### src/rtl/add_seq_pkg.sv
// Shared constants and state encoding for the byte-serial add sequencer.
package add_seq_pkg;

  localparam int BYTE_W = 8;

  localparam logic [1:0] ST_IDLE = 2'd0;
  localparam logic [1:0] ST_RUN  = 2'd1;
  localparam logic [1:0] ST_DONE = 2'd2;

  typedef enum logic [1:0] {
    IDLE = ST_IDLE,
    RUN  = ST_RUN,
    DONE = ST_DONE
  } state_e;

endpackage

### src/rtl/full_adder_8bit.sv
// Shared 8-bit ripple-carry adder datapath: sum/carry of two bytes plus carry-in.
module full_adder_8bit (
  input  logic [7:0] i_a,
  input  logic [7:0] i_b,
  input  logic       i_cin,
  output logic [7:0] o_sum,
  output logic       o_cout
);

  assign {o_cout, o_sum} = {1'b0, i_a} + {1'b0, i_b} + {8'd0, i_cin};

endmodule

### src/rtl/byte_serial_add_seq.sv
// Byte-serial wide adder: one byte per clock through a shared 8-bit adder,
// LSB byte first, carry registered between bytes, start/done handshake.
// Optional subtraction (A-B) is compiled in when SERIAL_SUB_EN is defined.
module byte_serial_add_seq
  import add_seq_pkg::*;
#(
  parameter int NBYTES = 4
) (
  input  logic                  clk,
  input  logic                  rst_n,
  input  logic                  start,
  input  logic                  op_sub,
  input  logic [8*NBYTES-1:0]   a_in,
  input  logic [8*NBYTES-1:0]   b_in,
  input  logic                  cin,
  output logic                  busy,
  output logic                  done,
  output logic [8*NBYTES-1:0]   sum_out,
  output logic                  cout_out,
  output logic                  ovf_out
);

  localparam int W     = 8 * NBYTES;
  localparam int CNT_W = $clog2(NBYTES) + 1;

  state_e           r_state, w_state_nxt;
  logic [W-1:0]     r_a, r_b, r_acc;
  logic [CNT_W-1:0] r_cnt;
  logic             r_carry;

  logic [BYTE_W-1:0] w_a_byte, w_b_byte, w_sum_byte;
  logic              w_cout, w_last, w_ovf;
  logic [W+7:0]      w_shift;
  logic [W-1:0]      w_acc_nxt;

`ifdef SERIAL_SUB_EN
  logic r_sub;
  assign w_b_byte = r_b[BYTE_W-1:0] ^ {BYTE_W{r_sub}};
`else
  logic w_unused_op_sub;
  assign w_unused_op_sub = op_sub;
  assign w_b_byte        = r_b[BYTE_W-1:0];
`endif

  // Operands shift right so the active byte is always at bit 0.
  assign w_a_byte = r_a[BYTE_W-1:0];
  assign w_last   = (r_cnt == CNT_W'(NBYTES - 1));

  full_adder_8bit u_add (
    .i_a    (w_a_byte),
    .i_b    (w_b_byte),
    .i_cin  (r_carry),
    .o_sum  (w_sum_byte),
    .o_cout (w_cout)
  );

  // Result bytes enter at the top; after NBYTES shifts byte 0 sits at the LSB.
  assign w_shift   = {w_sum_byte, r_acc};
  assign w_acc_nxt = w_shift[W+7:8];

  // Signed overflow judged on the MSB byte's sign bits, using the effective B.
  assign w_ovf = (w_a_byte[7] == w_b_byte[7]) && (w_sum_byte[7] != w_a_byte[7]);

  assign busy = (r_state != IDLE);
  assign done = (r_state == DONE);

  // State register.
  always_ff @(posedge clk or negedge rst_n) begin
    if (!rst_n) r_state <= IDLE;
    else        r_state <= w_state_nxt;
  end

  // Next-state logic; start is only looked at in IDLE.
  always_comb begin
    w_state_nxt = r_state;
    case (r_state)
      IDLE:    if (start)  w_state_nxt = RUN;
      RUN:     if (w_last) w_state_nxt = DONE;
      DONE:    w_state_nxt = IDLE;
      default: w_state_nxt = IDLE;
    endcase
  end

  // Operand capture, per-byte processing and result publication.
  always_ff @(posedge clk or negedge rst_n) begin
    if (!rst_n) begin
      r_a      <= '0;
      r_b      <= '0;
      r_acc    <= '0;
      r_cnt    <= '0;
      r_carry  <= 1'b0;
      sum_out  <= '0;
      cout_out <= 1'b0;
      ovf_out  <= 1'b0;
`ifdef SERIAL_SUB_EN
      r_sub    <= 1'b0;
`endif
    end else begin
      case (r_state)
        IDLE: begin
          if (start) begin
            r_a   <= a_in;
            r_b   <= b_in;
            r_acc <= '0;
            r_cnt <= '0;
`ifdef SERIAL_SUB_EN
            r_sub   <= op_sub;
            r_carry <= op_sub ? 1'b1 : cin;
`else
            r_carry <= cin;
`endif
          end
        end
        RUN: begin
          r_a     <= r_a >> BYTE_W;
          r_b     <= r_b >> BYTE_W;
          r_acc   <= w_acc_nxt;
          r_carry <= w_cout;
          r_cnt   <= r_cnt + CNT_W'(1);
          if (w_last) begin
            sum_out  <= w_acc_nxt;
            cout_out <= w_cout;
            ovf_out  <= w_ovf;
          end
        end
        default: ;
      endcase
    end
  end

endmodule

### config.mk
export PLATFORM = sky130hd
export DESIGN_NAME = byte_serial_add_seq
export DESIGN_NICKNAME = d
export VERILOG_FILES = /design/src/rtl/add_seq_pkg.sv /design/src/rtl/full_adder_8bit.sv /design/src/rtl/byte_serial_add_seq.sv
export SDC_FILE = /design/constraint.sdc
export NUM_CORES = 1
export LEC_CHECK = 0
export ABC_CLOCK_PERIOD_IN_PS = 3930
export CELL_PAD_IN_SITES_DETAIL_PLACEMENT = 0
export CELL_PAD_IN_SITES_GLOBAL_PLACEMENT = 1
export CORE_UTILIZATION = 45
export CTS_CLUSTER_DIAMETER = 120
export DETAILED_ROUTE_END_ITERATION = 10
export PLACE_DENSITY_LB_ADDON = 0.1
export SETUP_SLACK_MARGIN = 0.2
export SYNTH_ARGS = -nofsm -noshare
export SYNTH_HDL_FRONTEND = slang
export SYNTH_HIERARCHICAL = 1
export SYNTH_SLANG_ARGS = --single-unit
### constraint.sdc
create_clock -name clk -period 3.93 [get_ports clk]
set_input_delay 0.786 -clock clk [delete_from_list [all_inputs] [get_ports clk]]
set_output_delay 0.786 -clock clk [all_outputs]
set_load 0.01 [all_outputs]
==> results.cfg <==
[setup_path]
crit_path_start = r_state[0]$_DFFE_PN0P_
reg2reg_depth = 8
path_cells = or2_2 > clkdlybuf4s50_1
worst-path-buf-inv = 1
critPathRequiredTime_ps = 3140
critical_path.max_fanout = 17
reg2reg_to = r_carry$_DFFE_PN0P_
end_kind = output pin
slowest_stage = dfrtp_2
critPathTopFamily = flip-flops
worstSetupPathType = flop to output pin
r2r_setup_slack_ps = 1510
worstReg2RegStart = r_a[0]$_DFFE_PN0P_
cp.depth = 2
critPathMaxStageDelay_ps = 530
cp.arrival_ps = 1750
start_kind = flop
worstSetupEndpoint = busy

[drt]
drc = 0
drt-met1-wl_mm = 5.54
viasPerCell = 5.39
highest_layer = met4
first_pass_iters = 4
wl_met3_um = 650
wirelength_mm = 12.5
wl_met2_mm = 6.12
dr_total_vias = 4058
final_antenna_net_count = 0
drtIter0Drc = 291
wl_per_cell_um = 16.6

[final_layout]
multi_input_comb_area_um2 = 2330
final_core_util = 0.608
drive_gt1_frac = 0.144
seqCellArea_um2 = 3210
fin_area_um2 = 7460
fillers = 1065
syn2layout_area_growth_pct = 29.4
nNetsFinal = 652
diodes = 0

[clocking]
cts-resized-gates = 0
clkSinkCount = 128
clkTransAtPathRegs_ps = 50
h-tree-depth = 4
clock_latency_ps = 410
postCtsSetupRepairBufs = 0
hold_buffers = 0
cts_tree = built
cts_buffer_depth = 2
cts_buffers = 17
root_buffer = clkbuf_16

[placement]
io_buffers = 103
gp_congestion = 0.762
dpl_cell_area_um2 = 6870
hpwl_mm = 8.22
place_ws_ps = 1260

[power]
power.leakage_nw = 3.39
seqPwrFrac = 0.372
p_per_area_nw_per_um2 = 813
p_clk_frac = 0.251
swShare = 0.334
power.switching_mw = 2.03
p_int_mw = 4.03
ir_worst_vdd_v = 0.000395
power.total_mw = 6.06
p_comb_frac = 0.377

[sta]
tns_ps = 0
min_period_ps = 2540
rsz0062_at_grt = no
fin_skew_ps = 8.66
relSlewSlack = 0.303
hold_viol = 0
fmax_ghz = 0.394
setup_viol = 0
fin_ws_ps = 1390
slew_violations = 0
worstMarginPinSlew_ps = 1040
period_share = 0.645

[grt]
antenna_found_initial = 0
grt_pass1_vias = 4070
grt_pass1_wl_mm = 20.7
grt_use_total = 0.206
grt_max_degree = 79
gr-total-overflow = 0

[run]
maxCapViolCount = 0

[die]
start_util = 0.470
fp.dieH_um = 115
dieWidth_um = 115
pin_count = 105
dieArea_um2 = 13300
rows = 40
core-area_um2 = 12300

[logic_synthesis]
yosys_warnings = 6
netlist_instances = 480
netlist_area_um2 = 5760
syn_nets = 560
ys_ff_latch = 128
synth_edf_count = 0
synth.avg_cell_area_um2 = 12.0
ys_seq_area_frac = 0.556
postSynth.asyncResetShare = 1.00
synthFlopType = dfrtp_1
synthDistinctLibCells = 39

[min_path]
hp-class = primary input to asynchronous set/reset pin

[outcome]
outcome = finished clean
## worst min path at each step
stage	from	to	slack [ps]	depth (start not counted)
after floorplan	r_cnt[2]$_DFFE_PN0P_	r_cnt[2]$_DFFE_PN0P_	450	2
final	rst_n	sum_out[8]$_DFFE_PN0P_	390	1
after detailed placement	r_b[15]$_DFFE_PN0P_	r_b[15]$_DFFE_PN0P_	470	2
after CTS	rst_n	sum_out[8]$_DFFE_PN0P_	410	1
after global placement	r_b[16]$_DFFE_PN0P_	r_b[16]$_DFFE_PN0P_	460	2
after global routing	rst_n	sum_out[8]$_DFFE_PN0P_	440	1
## per-layer routing
metal,up-vias,track usage
li1,1948,-
met1,1980,0.258
met2,117,0.337
met3,13,0.0611
met4,0,0.0771
met5,-,0
## metrics by stage
stage	hold WS (ps)	std cells
finish	386	753
global route	442	753
CTS	408	753
detailed placement	471	721
global placement	462	721
floorplan	450	480
## Yosys cell counts, types with 7 or more instances
cell type  number  area (µm²)
nor2b_1        29         181
dfrtp_1       128        3200
buf_2          15        75.1
a21oi_1        36         180
nand2_1        30         113
clkbuf_1       14        52.6
mux2_4         27         405
o21ai_1        15        75.1
buf_6           7        78.8
o21ai_0        39         195
a22o_1         41         359
a22oi_1        44         330
ha_1            9         113
## power groups by stage
stage | registers [mW] | logic (mW) | clock network [mW]
final | 2.25 | 2.28 | 1.52
after floorplan | 2.18 | 1.61 | 0
after global routing | 2.33 | 2.51 | 1.61
after detailed placement | 2.28 | 2.30 | 0
after CTS | 2.27 | 2.31 | 1.55
after global placement | 2.26 | 2.24 | 0
## layout by cell type (no fill, tap or decap), types with 2 or more instances in the layout
master	netlist	layout
nor2_1	2	2
clkbuf_8	0	3
nand2_1	30	30
bufinv_16	0	2
mux2_4	27	27
buf_4	3	10
clkinvlp_4	0	3
nor3_1	2	2
dfrtp_1	128	126
o21ai_0	39	39
ha_1	9	9
dfrtp_2	0	2
inv_1	3	3
nor2b_4	1	2
xnor2_1	4	4
a21oi_1	36	36
clkinv_2	0	6
clkdlybuf4s50_1	0	102
a22oi_1	44	44
and3b_1	6	6
fa_1	2	2
mux2_2	6	6
nor2b_1	29	28
clkbuf_16	0	17
a22o_1	41	41
o21ai_1	15	15
## layout make-up
type	instances	area share
Inverter	3	0.00151
Multi-Input combinational cell	309	0.312
Tap cell	168	0.0282
Timing Repair Buffer	113	0.150
Clock inverter	11	0.0151
Sequential cell	128	0.430
Clock buffer	21	0.0631
## flip-flops by register name, summed over array words and instances (netlist names)
signal,count
cout_out,1
sum_out,32
r_cnt,3
r_carry,1
ovf_out,1
r_a,32
r_state,2
r_acc,24
r_b,32
## cell families (layout without fill, tap and decap cells)
logic type | count (synthesis) | after routing | synth area share
compound gates | 183 | 183 | 0.210
xor+xnor | 5 | 5 | 0.00760
fa+ha+maj | 11 | 11 | 0.0265
buf+inv | 43 | 148 | 0.0423
flops | 128 | 128 | 0.556
mux | 33 | 33 | 0.0821
simple gates | 77 | 77 | 0.0760
Power figures use the tool's default switching activity.
